==> config.mk <==
export PLATFORM = sky130hd
export DESIGN_NAME = kugelblitz_rewrite_ctrl
export DESIGN_NICKNAME = d
export VERILOG_FILES = /design/src/rtl/kugelblitz_rewrite_ctrl.sv
export SDC_FILE = /design/constraint.sdc
export NUM_CORES = 2
export LEC_CHECK = 0
export ABC_AREA = 1
export ABC_CLOCK_PERIOD_IN_PS = 8400
export CAP_MARGIN = 10
export CELL_PAD_IN_SITES_DETAIL_PLACEMENT = 2
export CELL_PAD_IN_SITES_GLOBAL_PLACEMENT = 2
export CORE_AREA = 2 2 369 371
export DETAILED_ROUTE_END_ITERATION = 16
export DIE_AREA = 0 0 371 373
export PLACE_DENSITY = 0.88
export SYNTH_ARGS = -nofsm -noshare
export SYNTH_HDL_FRONTEND = slang
export SYNTH_SLANG_ARGS = --single-unit
export TNS_END_PERCENT = 20
==> constraint.sdc <==
create_clock -name clk -period 8.4 [get_ports clk]
set_clock_uncertainty 0.05 [all_clocks]
set_input_delay 1.68 -clock clk [delete_from_list [all_inputs] [get_ports clk]]
set_output_delay 1.68 -clock clk [all_outputs]
set_load 0.02 [all_outputs]
==> src/rtl/kugelblitz_rewrite_ctrl.sv <==
// kugelblitz_rewrite_ctrl
// Per-port byte-rewrite rule sequencer for one 512-bit AXI-stream path.
// Software writes a shadow rule table. A commit request copies it into the
// active table, but only on a frame boundary. The active table and the
// snooped beat position produce a per-beat overwrite mask and data, which
// the datapath mux uses directly.
//
// Handshake semantics (both interfaces):
//   - A cfg write takes effect on a rising edge where cfg_valid && cfg_ready.
//     cfg_ready is low while a commit is pending, so the shadow table cannot
//     change between the commit request and the swap.
//   - A stream beat is consumed on a rising edge where mon_tvalid && mon_tready.
//     With tvalid high and tready low, nothing advances.
module kugelblitz_rewrite_ctrl #(
    parameter int DATA_WIDTH   = 512,
    parameter int KEEP_WIDTH   = DATA_WIDTH / 8,
    parameter int RULE_COUNT   = 4,
    parameter int IDX_WIDTH    = $clog2(RULE_COUNT),
    parameter int OFFSET_WIDTH = 11,
    parameter int BEAT_WIDTH   = OFFSET_WIDTH - $clog2(KEEP_WIDTH)
) (
    input  logic                    clk,
    input  logic                    rst,
    input  logic                    cfg_valid,
    output logic                    cfg_ready,
    input  logic [IDX_WIDTH-1:0]    cfg_index,
    input  logic [OFFSET_WIDTH-1:0] cfg_offset,
    input  logic [7:0]              cfg_data,
    input  logic                    cfg_enable,
    input  logic                    commit,
    output logic                    commit_pending,
    input  logic                    mon_tvalid,
    input  logic                    mon_tready,
    input  logic                    mon_tlast,
    output logic [KEEP_WIDTH-1:0]   ovr_mask,
    output logic [DATA_WIDTH-1:0]   ovr_data,
    output logic                    frame_active,
    output logic [BEAT_WIDTH:0]     beat_count,
    output logic [31:0]             frame_count
);

    // Low offset bits select the byte within a beat; high bits select the beat.
    localparam int BYTE_SEL_W = $clog2(KEEP_WIDTH);
    localparam logic [BEAT_WIDTH:0] BEAT_MAX = '1;

    typedef struct packed {
        logic                    en;
        logic [OFFSET_WIDTH-1:0] offset;
        logic [7:0]              data;
    } rule_t;

    typedef enum logic {
        IDLE    = 1'b0,
        INFRAME = 1'b1
    } state_t;

    rule_t  shadow_tbl [RULE_COUNT];
    rule_t  active_tbl [RULE_COUNT];

    state_t              state;
    state_t              state_nxt;
    logic [BEAT_WIDTH:0] beat_nxt;
    logic [31:0]         frame_nxt;

    logic hs;
    logic hs_last;
    logic cfg_fire;
    logic swap;
    logic beat_in_range;

    assign hs       = mon_tvalid & mon_tready;
    assign hs_last  = hs & mon_tlast;
    assign cfg_ready = ~commit_pending;
    assign cfg_fire = cfg_valid & cfg_ready;

    // The swap lands either while idle with no frame starting on this edge, or
    // on the edge that consumes the last beat of a frame. The frame is then
    // rewritten entirely by the old table or entirely by the new one.
    assign swap = commit_pending & (hs_last | ((state == IDLE) & ~hs));

    assign frame_active = (state == INFRAME);

    // Frame-position state register.
    always_ff @(posedge clk or posedge rst) begin
        if (rst) begin
            state       <= IDLE;
            beat_count  <= '0;
            frame_count <= '0;
        end else begin
            state       <= state_nxt;
            beat_count  <= beat_nxt;
            frame_count <= frame_nxt;
        end
    end

    // Next-state logic: advance beat and frame position on consumed beats.
    always_comb begin
        state_nxt = state;
        beat_nxt  = beat_count;
        frame_nxt = frame_count;
        case (state)
            IDLE: begin
                if (hs) begin
                    if (mon_tlast) begin
                        frame_nxt = frame_count + 32'd1;
                    end else begin
                        state_nxt = INFRAME;
                        beat_nxt  = (BEAT_WIDTH + 1)'(1);
                    end
                end
            end
            INFRAME: begin
                if (hs) begin
                    if (mon_tlast) begin
                        state_nxt = IDLE;
                        beat_nxt  = '0;
                        frame_nxt = frame_count + 32'd1;
                    end else if (beat_count != BEAT_MAX) begin
                        beat_nxt = beat_count + (BEAT_WIDTH + 1)'(1);
                    end
                end
            end
            default: begin
                state_nxt = IDLE;
                beat_nxt  = '0;
            end
        endcase
    end

    // Commit request tracking; a commit while already pending is ignored.
    always_ff @(posedge clk or posedge rst) begin
        if (rst) begin
            commit_pending <= 1'b0;
        end else if (swap) begin
            commit_pending <= 1'b0;
        end else if (commit) begin
            commit_pending <= 1'b1;
        end
    end

    // Shadow table: the only table software can write.
    always_ff @(posedge clk or posedge rst) begin
        if (rst) begin
            for (int i = 0; i < RULE_COUNT; i++) begin
                shadow_tbl[i] <= '0;
            end
        end else if (cfg_fire) begin
            shadow_tbl[cfg_index] <= '{en: cfg_enable, offset: cfg_offset, data: cfg_data};
        end
    end

    // Active table: loaded wholesale from the shadow table on a swap.
    always_ff @(posedge clk or posedge rst) begin
        if (rst) begin
            for (int i = 0; i < RULE_COUNT; i++) begin
                active_tbl[i] <= '0;
            end
        end else if (swap) begin
            for (int i = 0; i < RULE_COUNT; i++) begin
                active_tbl[i] <= shadow_tbl[i];
            end
        end
    end

    // Beats past the addressable offset range never match. This keeps beat
    // 32+n from aliasing onto beat n.
    assign beat_in_range = ~beat_count[BEAT_WIDTH];

    // Rule match, driven only by registered state. Higher indices are applied
    // first, so the lowest matching index ends up owning a shared byte.
    always_comb begin
        ovr_mask = '0;
        ovr_data = '0;
        for (int r = RULE_COUNT - 1; r >= 0; r--) begin
            if (active_tbl[r].en && beat_in_range &&
                (active_tbl[r].offset[OFFSET_WIDTH-1:BYTE_SEL_W] == beat_count[BEAT_WIDTH-1:0])) begin
                ovr_mask[active_tbl[r].offset[BYTE_SEL_W-1:0]] = 1'b1;
                ovr_data[{active_tbl[r].offset[BYTE_SEL_W-1:0], 3'b000} +: 8] = active_tbl[r].data;
            end
        end
    end

endmodule
==> impl_metrics.yaml <==
worst_setup_path:
  worst-r2r-cell-count: 10
  regToRegSetupSlack_ns: 5.91
  worstSetupStartpointType: "flop"
  timing.rr.start: "frame_count[0]"
  critPathMaxFanout: 30
  critPathRequiredTime_ns: 6.67
  critical-path-top-cell-by-count: "sky130_fd_sc_hd__nand3_1"
  crit_arrival_ns: 6.20
  crit_chain: "inv_2, ha_1, nand3_1, nand3_1, nor2_4, buf_4, nand2_2, inv_1, nor2_1, o21ai_0, clkdlybuf4s50_1"
  worstSetupPathType: "flop to output port"
  critPathTopFamily: "simple AND/OR/NAND/NOR gates"
  critPathMaxStageDelay_ns: 0.90
  critical_path.n_buffers_inverters: 4
  cp-end-kind: "output port"
  critPathSlowestCell: "sky130_fd_sc_hd__dfrtp_1"
  timing.rr.end: "frame_count[27]"
drt:
  post_drt_via_cell_ratio: 6.10
  route.detailed.drc: 0
  wl_um: 297000
  antenna_left: 0
  dr_pass1_iterations: 5
  average_detailed_routed_wire_length_per_instance_um: 32.6
  vias: 55600
  initialDrtViolationCount: 6189
pwr:
  leakage_nw: 19.2
  power_per_cell_area_nw_per_um2: 275
  power.ir.vdd_worst_mv: 0.273
clock_network:
  cts.htree.levels: 4
  clock-sinks: 200
  post_cts_resize_count: 0
  clockBufferDepth: 2
  hold_buffers: 0
  cts-buffers-inserted: 17
  cts_tree: "built"
  cts-root-buf: "sky130_fd_sc_hd__clkbuf_16"
  insertion_delay_of_the_later_clocked_pin_in_the_worst_skew_pair_ns: 0.46
  cts_post_setup_buffers_inserted: 0
  clkTransAtPathRegs_ns: 0.08
global_route:
  largest_net_degree_at_the_start_of_global_routing: 128
  via_count_of_the_first_global_routing_pass: 56800
  met3_usage_pct: 11.5
  grt_most_used_layer: "met2"
  met1_layer_usage_reported_by_global_route_pct: 48.9
  track_usage_pct: 41.0
  antenna_found_initial: 30
  wire_length_of_the_first_global_routing_pass_um: 416000
  use_met2_pct: 63.6
  grt_overflow: 0
timing:
  tightest_slew_ns: 1.45
  fmaxAchievable_mhz: 126
  min_period_ns: 7.93
  finalCritPeriodShare_pct: 94.4
  maxSlewHeadroom_pct: 2.89
  hold_slack_ns: 0.432
  slew_violations: 0
  finalSetupTns_ns: 0
  rsz_0062_raised_after_global_routing: "false"
  setup-violations-final: 0
  finalHoldViolations: 0
  layout_setup_ws_ns: 0.473
yosys:
  synthDistinctLibCells: 48
  count_of_yosys_warnings_during_synthesis: 0
  proportion_of_register_bits_with_asynchronous_set_or_reset_after_synthesis_pct: 100
  netlist_instances: 6852
  yosys_most_used_dff: "sky130_fd_sc_hd__dfrtp_1"
  yosysSeqAreaShare_pct: 14.4
  syn_area_per_cell_um2: 5.07
  syn-cell-area_um2: 34800
  synth_edf_count: 0
  synth.ff_latch_count: 200
  mappedNetlistNets: 6897
cells_and_area:
  final_net_count: 7365
  layout-drive-gt1-share_pct: 4.58
  area_growth_pct: 25.9
flow_run:
  max_cap_viol_count: 0
worst_hold_path:
  holdCritPathClass: "flop to flop"
  timing.hold.worst_path_depth: 2
  worst_hold_path.endpoint: "active_tbl[59]"
  worst_hold_startpoint: "active_tbl[59]"
floorplan:
  starting_density_pct: 25.8
  die_width_um: 371
  core.rowCount: 135
  dieArea_um2: 138000
  die_h_um: 373
  placeableCoreArea_um2: 135000
  io-pin-count: 646
outcome:
  outcome: "completed"
placed_design:
  numPortBuffers: 645
  gpl.final_weighted_congestion: 1.08
  detailedPlace.worstSlack_ns: 1.42
  detailed_place_hpwl_um: 226000
==> worst register-to-register path: stages, from the launching register on <==
cell                      delay (ns)
sky130_fd_sc_hd__dfrtp_1        0.44
sky130_fd_sc_hd__nand2_1        0.09
sky130_fd_sc_hd__nor2_1         0.16
sky130_fd_sc_hd__nand4_1        0.11
sky130_fd_sc_hd__nor3_1         0.34
sky130_fd_sc_hd__nand2_1        0.19
sky130_fd_sc_hd__nor2_1         0.31
sky130_fd_sc_hd__nand2_1        0.17
sky130_fd_sc_hd__nor2_1         0.24
sky130_fd_sc_hd__nand2_1        0.11
sky130_fd_sc_hd__xnor2_1        0.19
==> registers in the layout (all words and copies together), names as in the netlist <==
name and flops:
active_tbl 80, commit_pending 1, frame_count 32, frame_active 1
shadow_tbl 80, beat_count 6
==> worst max-delay path by stage <==
| stage | cells past startpoint | slack, ns | to | from |
|---|---|---|---|---|
| 2_1_floorplan | 1 | 1.22 | active_tbl[0] | rst |
| 5_1_grt | 14 | 0.57 | ovr_data[74] | active_tbl[28] |
| 3_3_place_gp | 12 | 1.55 | ovr_data[191] | active_tbl[48] |
| 3_5_place_dp | 13 | 1.42 | ovr_data[72] | active_tbl[28] |
| 4_1_cts | 13 | 0.93 | ovr_data[72] | active_tbl[28] |
| 6_report | 11 | 0.47 | ovr_data[74] | active_tbl[48] |
==> stage by stage <==
stage	util, %	area [um2]	instances	total power (W)
6_report	32.5	43800	9125	0.0120
5_1_grt	32.5	43700	9113	0.0119
4_1_cts	32.5	43700	9110	0.0113
3_5_place_dp	32.0	43100	9080	0.0103
3_3_place_gp	32.0	43100	9080	0.00999
2_1_floorplan	-	34800	6852	0.00555
==> layout by cell type, fill, tap and decap left out, types with 13 or more instances in the layout <==
| master | count |
|---|---|
| sky130_fd_sc_hd__nor3_1 | 102 |
| sky130_fd_sc_hd__clkinv_1 | 15 |
| sky130_fd_sc_hd__diode_2 | 13 |
| sky130_fd_sc_hd__nor2_2 | 54 |
| sky130_fd_sc_hd__o21ai_0 | 629 |
| sky130_fd_sc_hd__nand2_2 | 29 |
| sky130_fd_sc_hd__o211ai_1 | 142 |
| sky130_fd_sc_hd__nand3_1 | 715 |
| sky130_fd_sc_hd__a31oi_1 | 13 |
| sky130_fd_sc_hd__clkdlybuf4s50_1 | 645 |
| sky130_fd_sc_hd__a21oi_1 | 387 |
| sky130_fd_sc_hd__ha_1 | 16 |
| sky130_fd_sc_hd__nand4_1 | 122 |
| sky130_fd_sc_hd__xor2_1 | 20 |
| sky130_fd_sc_hd__o221ai_1 | 52 |
| sky130_fd_sc_hd__nor2_1 | 906 |
| sky130_fd_sc_hd__clkbuf_16 | 17 |
| sky130_fd_sc_hd__inv_2 | 39 |
| sky130_fd_sc_hd__nor2_4 | 27 |
| sky130_fd_sc_hd__dfrtp_1 | 200 |
| sky130_fd_sc_hd__o21ai_1 | 35 |
| sky130_fd_sc_hd__buf_4 | 127 |
| sky130_fd_sc_hd__inv_1 | 724 |
| sky130_fd_sc_hd__nand2_1 | 2171 |
| sky130_fd_sc_hd__o22ai_1 | 55 |
==> where the power goes <==
| group | internal (W) | switching [W] | total [W] |
|---|---|---|---|
| clock | 0.000507 | 0.000420 | 0.000926 |
| combinational | 0.00126 | 0.00805 | 0.00932 |
| sequential | 0.00132 | 0.000471 | 0.00179 |
| total | 0.00309 | 0.00895 | 0.0120 |
==> cell usage after synthesis, drive strengths merged (2+ instances only) <==
library cell / instances / area (um2)
nand2: 2202 / 8350
nor2: 988 / 4030
inv: 766 / 2880
nand3: 721 / 3630
o21ai: 664 / 3320
a21oi: 387 / 1940
clkbuf: 205 / 769
dfrtp: 200 / 5000
o211ai: 142 / 1070
nand4: 123 / 776
buf: 122 / 649
nor3: 106 / 552
o22ai: 55 / 344
o221ai: 52 / 455
xor2: 26 / 269
ha: 16 / 200
clkinv: 14 / 52.6
a31oi: 13 / 81.3
a22oi: 12 / 90.1
xnor2: 11 / 96.3
nand3b: 8 / 60.1
or2: 6 / 37.5
o2111ai: 5 / 43.8
nor3b: 2 / 20.0
nor4: 2 / 12.5
==> area by class of cell <==
type	count	area, um2
Clock inverter	11	171
Clock buffer	19	443
Antenna cell	13	32.5
Multi-Input combinational cell	5545	25500
Tap cell	1781	2230
Timing Repair Buffer	776	7460
Fill cell	17400	90900
Inverter	780	2940
Sequential cell	200	5000
==> cells by family after synthesis <==
logic type | Yosys count | share of synthesized area, %
compound gates | 1334 | 21.2
fa+ha+maj | 16 | 0.576
simple gates | 4158 | 50.2
buf+inv | 1107 | 12.5
flops | 200 | 14.4
xor+xnor | 37 | 1.05
==> layer usage <==
layer	share of wire (%)	vias up	wire, um
met5	0.071	-	210
li1	-	23300	-
met4	8.0	30	23700
met3	10	1082	31100
met1	38	27700	112000
met2	44	3526	130000
Note: power is estimated with default switching activity, not from simulation.
